## src/rtl/washing_machine_pkg.sv

```systemverilog
// Shared types and default constants for the washing machine load classifier.
package washing_machine_pkg;

    typedef enum logic [1:0] {
        CLS_LOW   = 2'd0,
        CLS_MED   = 2'd1,
        CLS_HIGH  = 2'd2,
        CLS_XHIGH = 2'd3
    } load_class_e;

    typedef enum logic [1:0] {
        IDLE  = 2'd0,
        ACCUM = 2'd1,
        CHECK = 2'd2,
        HOLD  = 2'd3
    } state_e;

    localparam int unsigned DEF_WEIGHT_W   = 8;
    localparam int unsigned DEF_LEVEL_W    = 10;
    localparam int unsigned DEF_AVG_LOG2   = 2;
    localparam int unsigned DEF_STABLE_TOL = 4;
    localparam int unsigned DEF_MAX_RETRY  = 3;
    localparam int unsigned DEF_THRESH_LOW  = 20;
    localparam int unsigned DEF_THRESH_MED  = 50;
    localparam int unsigned DEF_THRESH_HIGH = 80;
    localparam int unsigned DEF_LEVEL_LOW   = 150;
    localparam int unsigned DEF_LEVEL_MED   = 300;
    localparam int unsigned DEF_LEVEL_HIGH  = 600;
    localparam int unsigned DEF_LEVEL_XHIGH = 900;

endpackage

```

## src/rtl/load_sample_accumulator.sv

```systemverilog
// Sums one averaging window of load samples and tracks its min/max for the
// stability check; done_c flags the sample that completes the window.
module load_sample_accumulator #(
    parameter int unsigned WEIGHT_W = 8,
    parameter int unsigned AVG_LOG2 = 2
) (
    input  logic                         clk,
    input  logic                         reset,
    input  logic                         clear,
    input  logic                         sample_en,
    input  logic [WEIGHT_W-1:0]          sample,
    output logic [WEIGHT_W+AVG_LOG2-1:0] acc,
    output logic [WEIGHT_W-1:0]          min_w,
    output logic [WEIGHT_W-1:0]          max_w,
    output logic                         done_c
);
    localparam int unsigned ACC_W = WEIGHT_W + AVG_LOG2;
    localparam int unsigned CNT_W = AVG_LOG2 + 1;
    localparam int unsigned N     = 32'd1 << AVG_LOG2;

    logic [CNT_W-1:0] count;

    assign done_c = sample_en && (count == CNT_W'(N - 1));

    // min starts at all-ones on clear so the first sample always replaces it
    always_ff @(posedge clk) begin
        if (reset) begin
            acc   <= '0;
            count <= '0;
            min_w <= '0;
            max_w <= '0;
        end else if (clear) begin
            acc   <= '0;
            count <= '0;
            min_w <= '1;
            max_w <= '0;
        end else if (sample_en) begin
            acc   <= acc + ACC_W'(sample);
            count <= count + CNT_W'(1);
            if (sample < min_w) min_w <= sample;
            if (sample > max_w) max_w <= sample;
        end
    end

endmodule

```

## src/rtl/washing_machine_load_classifier.sv

```systemverilog
// Averages a window of load samples, retries unstable windows and presents the
// resulting load class and water level on a valid/ready handshake.
module washing_machine_load_classifier
    import washing_machine_pkg::*;
#(
    parameter int unsigned WEIGHT_W    = DEF_WEIGHT_W,
    parameter int unsigned LEVEL_W     = DEF_LEVEL_W,
    parameter int unsigned AVG_LOG2    = DEF_AVG_LOG2,
    parameter int unsigned STABLE_TOL  = DEF_STABLE_TOL,
    parameter int unsigned MAX_RETRY   = DEF_MAX_RETRY,
    parameter int unsigned THRESH_LOW  = DEF_THRESH_LOW,
    parameter int unsigned THRESH_MED  = DEF_THRESH_MED,
    parameter int unsigned THRESH_HIGH = DEF_THRESH_HIGH,
    parameter int unsigned LEVEL_LOW   = DEF_LEVEL_LOW,
    parameter int unsigned LEVEL_MED   = DEF_LEVEL_MED,
    parameter int unsigned LEVEL_HIGH  = DEF_LEVEL_HIGH,
    parameter int unsigned LEVEL_XHIGH = DEF_LEVEL_XHIGH
) (
    input  logic                clk,
    input  logic                reset,
    input  logic                start,
    input  logic                sample_valid,
    input  logic [WEIGHT_W-1:0] load_weight,
    input  logic                level_ready,
    output logic                level_valid,
    output logic [LEVEL_W-1:0]  water_level,
    output logic [1:0]          load_class,
    output logic                busy,
    output logic                unstable_err
);
    localparam int unsigned ACC_W   = WEIGHT_W + AVG_LOG2;
    localparam int unsigned RETRY_W = $clog2(MAX_RETRY + 1);

    state_e              state, state_n;
    logic                arm_c, acc_clear_c, acc_en_c, done_c;
    logic                take_c, err_c, retry_inc_c;
    logic [ACC_W-1:0]    acc;
    logic [WEIGHT_W-1:0] min_w, max_w, avg_c, spread_c;
    logic [RETRY_W-1:0]  retry_cnt;
    load_class_e         cls_c;
    logic [LEVEL_W-1:0]  level_c;

    assign acc_en_c = (state == ACCUM) && sample_valid;
    assign avg_c    = WEIGHT_W'(acc >> AVG_LOG2);
    assign spread_c = max_w - min_w;

    load_sample_accumulator #(
        .WEIGHT_W (WEIGHT_W),
        .AVG_LOG2 (AVG_LOG2)
    ) u_accum (
        .clk       (clk),
        .reset     (reset),
        .clear     (acc_clear_c),
        .sample_en (acc_en_c),
        .sample    (load_weight),
        .acc       (acc),
        .min_w     (min_w),
        .max_w     (max_w),
        .done_c    (done_c)
    );

    always_ff @(posedge clk) begin
        if (reset) state <= IDLE;
        else       state <= state_n;
    end

    always_comb begin
        state_n     = state;
        arm_c       = 1'b0;
        acc_clear_c = 1'b0;
        take_c      = 1'b0;
        err_c       = 1'b0;
        retry_inc_c = 1'b0;
        case (state)
            IDLE: begin
                if (start) begin
                    arm_c       = 1'b1;
                    acc_clear_c = 1'b1;
                    state_n     = ACCUM;
                end
            end
            ACCUM: begin
                if (done_c) state_n = CHECK;
            end
            CHECK: begin
                if (spread_c <= WEIGHT_W'(STABLE_TOL)) begin
                    take_c  = 1'b1;
                    state_n = HOLD;
                end else if ((retry_cnt + RETRY_W'(1)) < RETRY_W'(MAX_RETRY)) begin
                    retry_inc_c = 1'b1;
                    acc_clear_c = 1'b1;
                    state_n     = ACCUM;
                end else begin
                    take_c  = 1'b1;
                    err_c   = 1'b1;
                    state_n = HOLD;
                end
            end
            HOLD: begin
                if (level_ready) state_n = IDLE;
            end
            default: state_n = IDLE;
        endcase
    end

    // Inclusive thresholds: an average equal to a threshold stays in the lower class
    always_comb begin
        cls_c   = CLS_XHIGH;
        level_c = LEVEL_W'(LEVEL_XHIGH);
        if (avg_c <= WEIGHT_W'(THRESH_LOW)) begin
            cls_c   = CLS_LOW;
            level_c = LEVEL_W'(LEVEL_LOW);
        end else if (avg_c <= WEIGHT_W'(THRESH_MED)) begin
            cls_c   = CLS_MED;
            level_c = LEVEL_W'(LEVEL_MED);
        end else if (avg_c <= WEIGHT_W'(THRESH_HIGH)) begin
            cls_c   = CLS_HIGH;
            level_c = LEVEL_W'(LEVEL_HIGH);
        end
    end

    // Registered outputs; result fields persist through IDLE until the next result
    always_ff @(posedge clk) begin
        if (reset) begin
            level_valid  <= 1'b0;
            busy         <= 1'b0;
            water_level  <= '0;
            load_class   <= '0;
            unstable_err <= 1'b0;
            retry_cnt    <= '0;
        end else begin
            level_valid <= (state_n == HOLD);
            busy        <= (state_n != IDLE);
            if (arm_c) begin
                retry_cnt    <= '0;
                unstable_err <= 1'b0;
            end
            if (retry_inc_c) retry_cnt <= retry_cnt + RETRY_W'(1);
            if (take_c) begin
                load_class   <= cls_c;
                water_level  <= level_c;
                unstable_err <= err_c;
            end
        end
    end

endmodule

```

## config.mk

```make
export PLATFORM = sky130hd
export DESIGN_NAME = washing_machine_load_classifier
export DESIGN_NICKNAME = d
export VERILOG_FILES = /design/src/rtl/washing_machine_pkg.sv /design/src/rtl/load_sample_accumulator.sv /design/src/rtl/washing_machine_load_classifier.sv
export SDC_FILE = /design/constraint.sdc
export NUM_CORES = 1
export LEC_CHECK = 0
export BUFFER_PORTS_ARGS = -buffer_cell sky130_fd_sc_hd__buf_2
export CORE_UTILIZATION = 45
export CTS_CLUSTER_SIZE = 12
export DETAILED_ROUTE_END_ITERATION = 6
export PLACE_DENSITY = 0.7
export SLEW_MARGIN = 20
export SYNTH_ARGS = -nofsm -noshare
export SYNTH_HDL_FRONTEND = slang
export SYNTH_SLANG_ARGS = --single-unit
```

## constraint.sdc

```tcl
create_clock -name clk -period 6.5 [get_ports clk]
set_input_delay 1.3 -clock clk [delete_from_list [all_inputs] [get_ports clk]]
set_output_delay 1.3 -clock clk [all_outputs]
set_load 0.03 [all_outputs]
```

# Word level (Yosys, flattened, before mapping)
# Cells that the tools add are included.
# Widths: inputs -> output; s select.
[word_totals]
register_bits = 48
input_bits = 13
output_inout_bits = 15
[classes]
n_addsub = 4
order_cmp = 7
eq_ne = 5
n_mux = 30
n_reduce_logical = 11
[ops]
columns = ["operator", "count"]
rows = [
  ["$mux 8", 3],
  ["$mux 10", 2],
  ["$mux 2", 9],
  ["$mux 1", 13],
  ["$add 10x8->10", 1],
  ["$reduce_bool 2->1", 5],
  ["$mux 9", 1],
  ["$gt 8x8->1", 1],
  ["$le 8x3->1 const B", 1],
  ["$le 8x5->1 const B", 1],
  ["$le 8x6->1 const B", 1],
  ["$le 8x7->1 const B", 1],
  ["$lt 8x8->1", 1],
  ["$pmux 2 s4", 1],
  ["$sub 8x8->8", 1],
  ["$eq 2x2->1 const B", 3],
  ["$reduce_and 2->1", 2],
  ["$add 3x1->3 const B", 1],
  ["$eq 3x2->1 const B", 1],
  ["$add 2x1->2 const B", 1],
  ["$eq 2x1->1 const B", 1],
  ["$logic_and 1x1->1", 2],
  ["$logic_not 2->1", 1],
  ["$lt 2x2->1 const B", 1],
  ["2 further kinds", 2],
]

# Logic depth before layout (Yosys ltp)
[logic_depth]
ltp_word = 7
mapped_depth = 10
ltp_nobuf = 10

# Hierarchy
# A second synthesis with hierarchy kept.
[unflattened]
hier_cells = 363
area_unflattened_um2 = 3034.2
[modules_own_cells]
columns = ["mod", "instances", "cells_per_inst", "area_each_um2", "seq_area_each_um2"]
rows = [
  ["load_sample_accumulator", 1, 223, 1901.8, 580.6],
  ["washing_machine_load_classifier", 1, 140, 1132.3, 320.3],
]

# Worst setup path after synthesis
# Ideal clock, no wire load.
[synth_timing]
kind = "input-to-reg"
from = "input load_weight[1]"
to = "register u_accum.max_w[0]"
setup_ns = 0.128
arrival_ns = 3.256
t_required_ns = 6.372
path_slack_ns = 3.116
cell_stages = 8
n_path_buf = 0
path_cell_list = "ha_1 nor2b_1 o21a_1 o21a_1 o21ai_0 a221oi_1 mux2i_1 nor2_1"
[synth_between]
elab_chain_cells = 2
[synth_lines]
columns = ["element", "line", "rtl"]
rows = [
  ["from (decl)", "washing_machine_load_classifier.sv:23", "input logic [WEIGHT_W-1:0] load_weight,"],
  ["$gt 8x8->1", "load_sample_accumulator.sv:41", "if (sample > max_w) max_w <= sample;"],
  ["$reduce_and 2->1 (no source line)", "--", ""],
  ["to (signal assigned)", "load_sample_accumulator.sv:41", ""],
  ["to (decl)", "load_sample_accumulator.sv:14", "output logic [WEIGHT_W-1:0] max_w,"],
]
# Every way passes these cells.
# A chain may end at the register's enable or synchronous reset.

# Worst setup path in the final report
[layout_timing]
from = "register u_accum.min_w[2]"
to = "register u_accum.acc[1]"
[layout_between]
elab_chain_cells = 5
[layout_lines]
columns = ["element", "line", "rtl"]
rows = [
  ["from (decl)", "load_sample_accumulator.sv:13", "output logic [WEIGHT_W-1:0] min_w,"],
  ["from (signal assigned)", "load_sample_accumulator.sv:40", "if (sample < min_w) min_w <= sample;"],
  ["$sub 8x8->8", "washing_machine_load_classifier.sv:45", "assign spread_c = max_w - min_w;"],
  ["$le 8x3->1", "washing_machine_load_classifier.sv:86", "if (spread_c <= WEIGHT_W'(STABLE_TOL)) begin"],
  ["$mux 1", "washing_machine_load_classifier.sv:86", ""],
  ["$pmux 1 s2", "washing_machine_load_classifier.sv:74", "case (state)"],
  ["$reduce_or 2->1 (no source line)", "--", ""],
  ["to (signal assigned)", "load_sample_accumulator.sv:38", "acc <= acc + ACC_W'(sample);"],
  ["to (decl)", "load_sample_accumulator.sv:12", "output logic [WEIGHT_W+AVG_LOG2-1:0] acc,"],
]
# Every way passes these cells.

==> impl_results.md <==
* Total number of vias at approximately 2400
* Overall die area at roughly 6700 um^2
* Worst-margin pin slew at 0.963 ns
* R2R depth at 9
* Startpoint of the worst hold path: water_level[2]
* Most common library cells after synthesis: 45 x dfxtp_1, 39 x nor2_1, 33 x ha_1, 29 x a21oi_1, 28 x inv_1
* Post-detailed-route wirelength per cell at between 10 and 15 um
* PD cells at 185 nW/um^2
* Switch Pwr at 166 uW
* RSZ-0062 raised after global routing: no
* Status: finished clean
* Post-CTS setup buffers at 0
* Util after Layout at 51.3%
* Largest family of logic cells by synthesized area: compound AO/OA/AOI/OAI gates
* Vias in the first global route at 2241
* WS Path Type: register to register
* Library cells used by synthesis at between 50 and 60
* Die Span Y at 81.6 um
* CP arrival at 3.65 ns
* Post-synthesis mux area share at 7.01%
* CTS root buf: clkbuf_8
* Slew HR at 35.3%
* Fin crit share at 53.2%
* PortBufs at 26
* Share of power burned in registers at 51.0%
* Number of synthesized flops with an enable pin at 0
* F_max at 289 MHz
* Clk slew on worst S/H paths at 0.08 ns
* Switching part of the total at about 29%
* Clk Latency, worst-skew pair at 0.30 ns
* Final setup fails at 0
* Largest cells by area after synthesis: dfxtp_1 32%, ha_1 14%, mux2i_1 7.0%
* Compound-Gate Fraction of Synth Area at roughly 21%
* Leakage at 0.00139 uW
* Dominant synthesized flop cell: dfxtp_1
* Starting Density at 47.4%
* Hold-fix buffer count after cts at 0
* Most common cell in the synthesized netlist: dfxtp_1
* Gpl congestion at 0.837
* Reg2Reg Setup Slack at 3.05 ns
* Yosys reg bits at 45
* Tmin final at 3.45 ns
* GRT Overall Usage at 19.8%
* Dpl cell area at 3010 um^2
* Number of diodes at 0
* Sink Count at between 40 and 50
* Clock Path Buffers at 2
* Largest net degree at the start of global routing at 23
* PostCTS Resize Cnt at 0
* Comb pwr share at 19.6%
* Setup crit start kind: register
* Synth top area share at 31.6%
* Net count reported at finish at 401
* TritonCTS buffer count at 5
* Synthesis-to-finish area growth at 8.29%
* Reg2reg end: u_accum.acc[1]
* DP HPWL at 4460 um
* Xor/xnor share of the synthesized area at 1.53%
* Syn nets at 380
* Startpoint of the worst register-to-register path: u_accum.min_w[2]
* Clock share of power at approximately 29%
* Initial antenna violation count at 0
* Post-synthesis adder-cell area fraction at between 10% and 20%
* Clock Skew at 0.00457 ns
* Synth area leader: dfxtp_1
* Layout cell share with drive strength beyond 1 at 11.0%
* Final WL at 5810 um
* I/O Pins at 28
* Design Area, Final at 3090 um^2
* Synth Area in Simple Gates at ~18%
* Starting DRT DRC Count at 120
* CTS tree: built
* Core area at 6030 um^2
* Layout Cells excl Fill at 430
* Setup tns final at 0 ns
* Seq/Total Area, Yosys at 31.6%
* Slew Viols, Final at 0
* Number of max-cap violations at 0
* Cell internal pwr at between 400 and 500 uW
* Number of detailed-route iterations in the first pass at 5
* Vias per cell at 5.50
* Hold Fails Final Rpt at 0
* Row Count at 28
* H-Tree Depth at 2
* Syn Inst Count at 333
* GRT overflow at 0
* Post-Syn Area at 2850 um^2
* Ys async rst share at 0%
* VDD IR-drop max at 85.7 uV
* First-pass GRT wire length at 10100 um
* Mean Syn Cell Area at 8.57 um^2
* WHS Path Cells at 2
* Die W at 81.6 um
* Max Fanout on Critical Path at 22
* Antenna viol nets, final at 0
* Number of synthesis warnings at 0
* Remaining DRCs at 0
* Placed insts at 422
* HP Class: register to register
* Critical Path RT at 6.70 ns
* Hold Path Sink: water_level[2]
* Setup crit end kind: register
placed cells by master, fill, tap and decap left out, drive strengths merged, types with 7 or more instances in the layout:
cell   instances
a21o           7
buf           27
mux2i         20
inv           28
nor2b          8
dfxtp         45
nor2          39
ha            33
nand2         19
a21oi         30
o21ai         13
area by class of cell:
cell class | count | area (um^2)
Clock inverter | 2 | 10.0
Multi-Input combinational cell | 247 | 1770
Clock buffer | 6 | 72.6
Fill cell | 607 | 2940
Sequential cell | 45 | 901
Timing Repair Buffer | 27 | 138
Tap cell | 75 | 93.8
Inverter | 28 | 105
worst max path at each step:
stage	start	depth (start not counted)	to	slack [ns]
after global placement	sample_valid	7	u_accum.min_w[1]	3.19
after detailed placement	u_accum.min_w[2]	9	u_accum.count[2]	3.08
after floorplan	load_weight[1]	8	u_accum.max_w[0]	3.12
final	u_accum.min_w[2]	9	u_accum.acc[1]	3.05
after CTS	u_accum.min_w[2]	9	u_accum.count[2]	3.05
after global routing	u_accum.min_w[4]	9	u_accum.count[2]	2.73
per-stage QoR:
step                setup slack [ns]  total power, uW  hold WS [ns]
global placement                3.19              406         0.434
detailed placement              3.08              409         0.446
CTS                             3.05              577         0.459
floorplan                       3.12              383         0.440
global route                    2.73              603         0.484
finish                          3.05              571         0.453
critical path, stage by stage, from the launching register on:
cell and delay [ns]:
dfxtp_1 0.34, inv_1 0.06, ha_1 0.35, and3b_1 0.21, o31a_1 0.33, a2111oi_4 0.34
o2111ai_1 0.22, o21ai_1 0.35, nand3_1 0.71, a211oi_1 0.45
registers in the layout (all words and copies together) (netlist names):
signal	cells
unstable_err	1
u_accum.count	3
busy	1
state	2
retry_cnt	2
u_accum.max_w	8
u_accum.min_w	8
load_class	1
u_accum.acc	10
level_valid	1
water_level	8
power by group through the flow:
| stage | clock network (uW) | logic, uW | registers [uW] |
|---|---|---|---|
| after floorplan | 0 | 86.3 | 296 |
| after global placement | 0 | 108 | 298 |
| after detailed placement | 0 | 111 | 298 |
| after CTS | 173 | 112 | 292 |
| after global routing | 183 | 127 | 293 |
| final | 168 | 112 | 292 |
per-layer routing:
layer / wire (um) / GRT usage, %
met1: 2900 / 25.6
met2: 2670 / 33.2
met3: 157 / 3.44
met4: 84 / 6.84
met5: 0 / 0
kinds of logic (layout without fill, tap and decap cells):
| logic type | count (synthesis) | after routing |
|---|---|---|
| AOI/OAI and AO/OA | 86 | 86 |
| xor gates and xnor gates | 5 | 5 |
| adders and majority gates | 34 | 34 |
| buffers and inverters | 41 | 63 |
| DFF | 45 | 45 |
| muxes | 20 | 20 |
| other | 1 | 1 |
| and+or+nand+nor | 101 | 101 |
No activity file was read; power rests on OpenSTA's default activity.
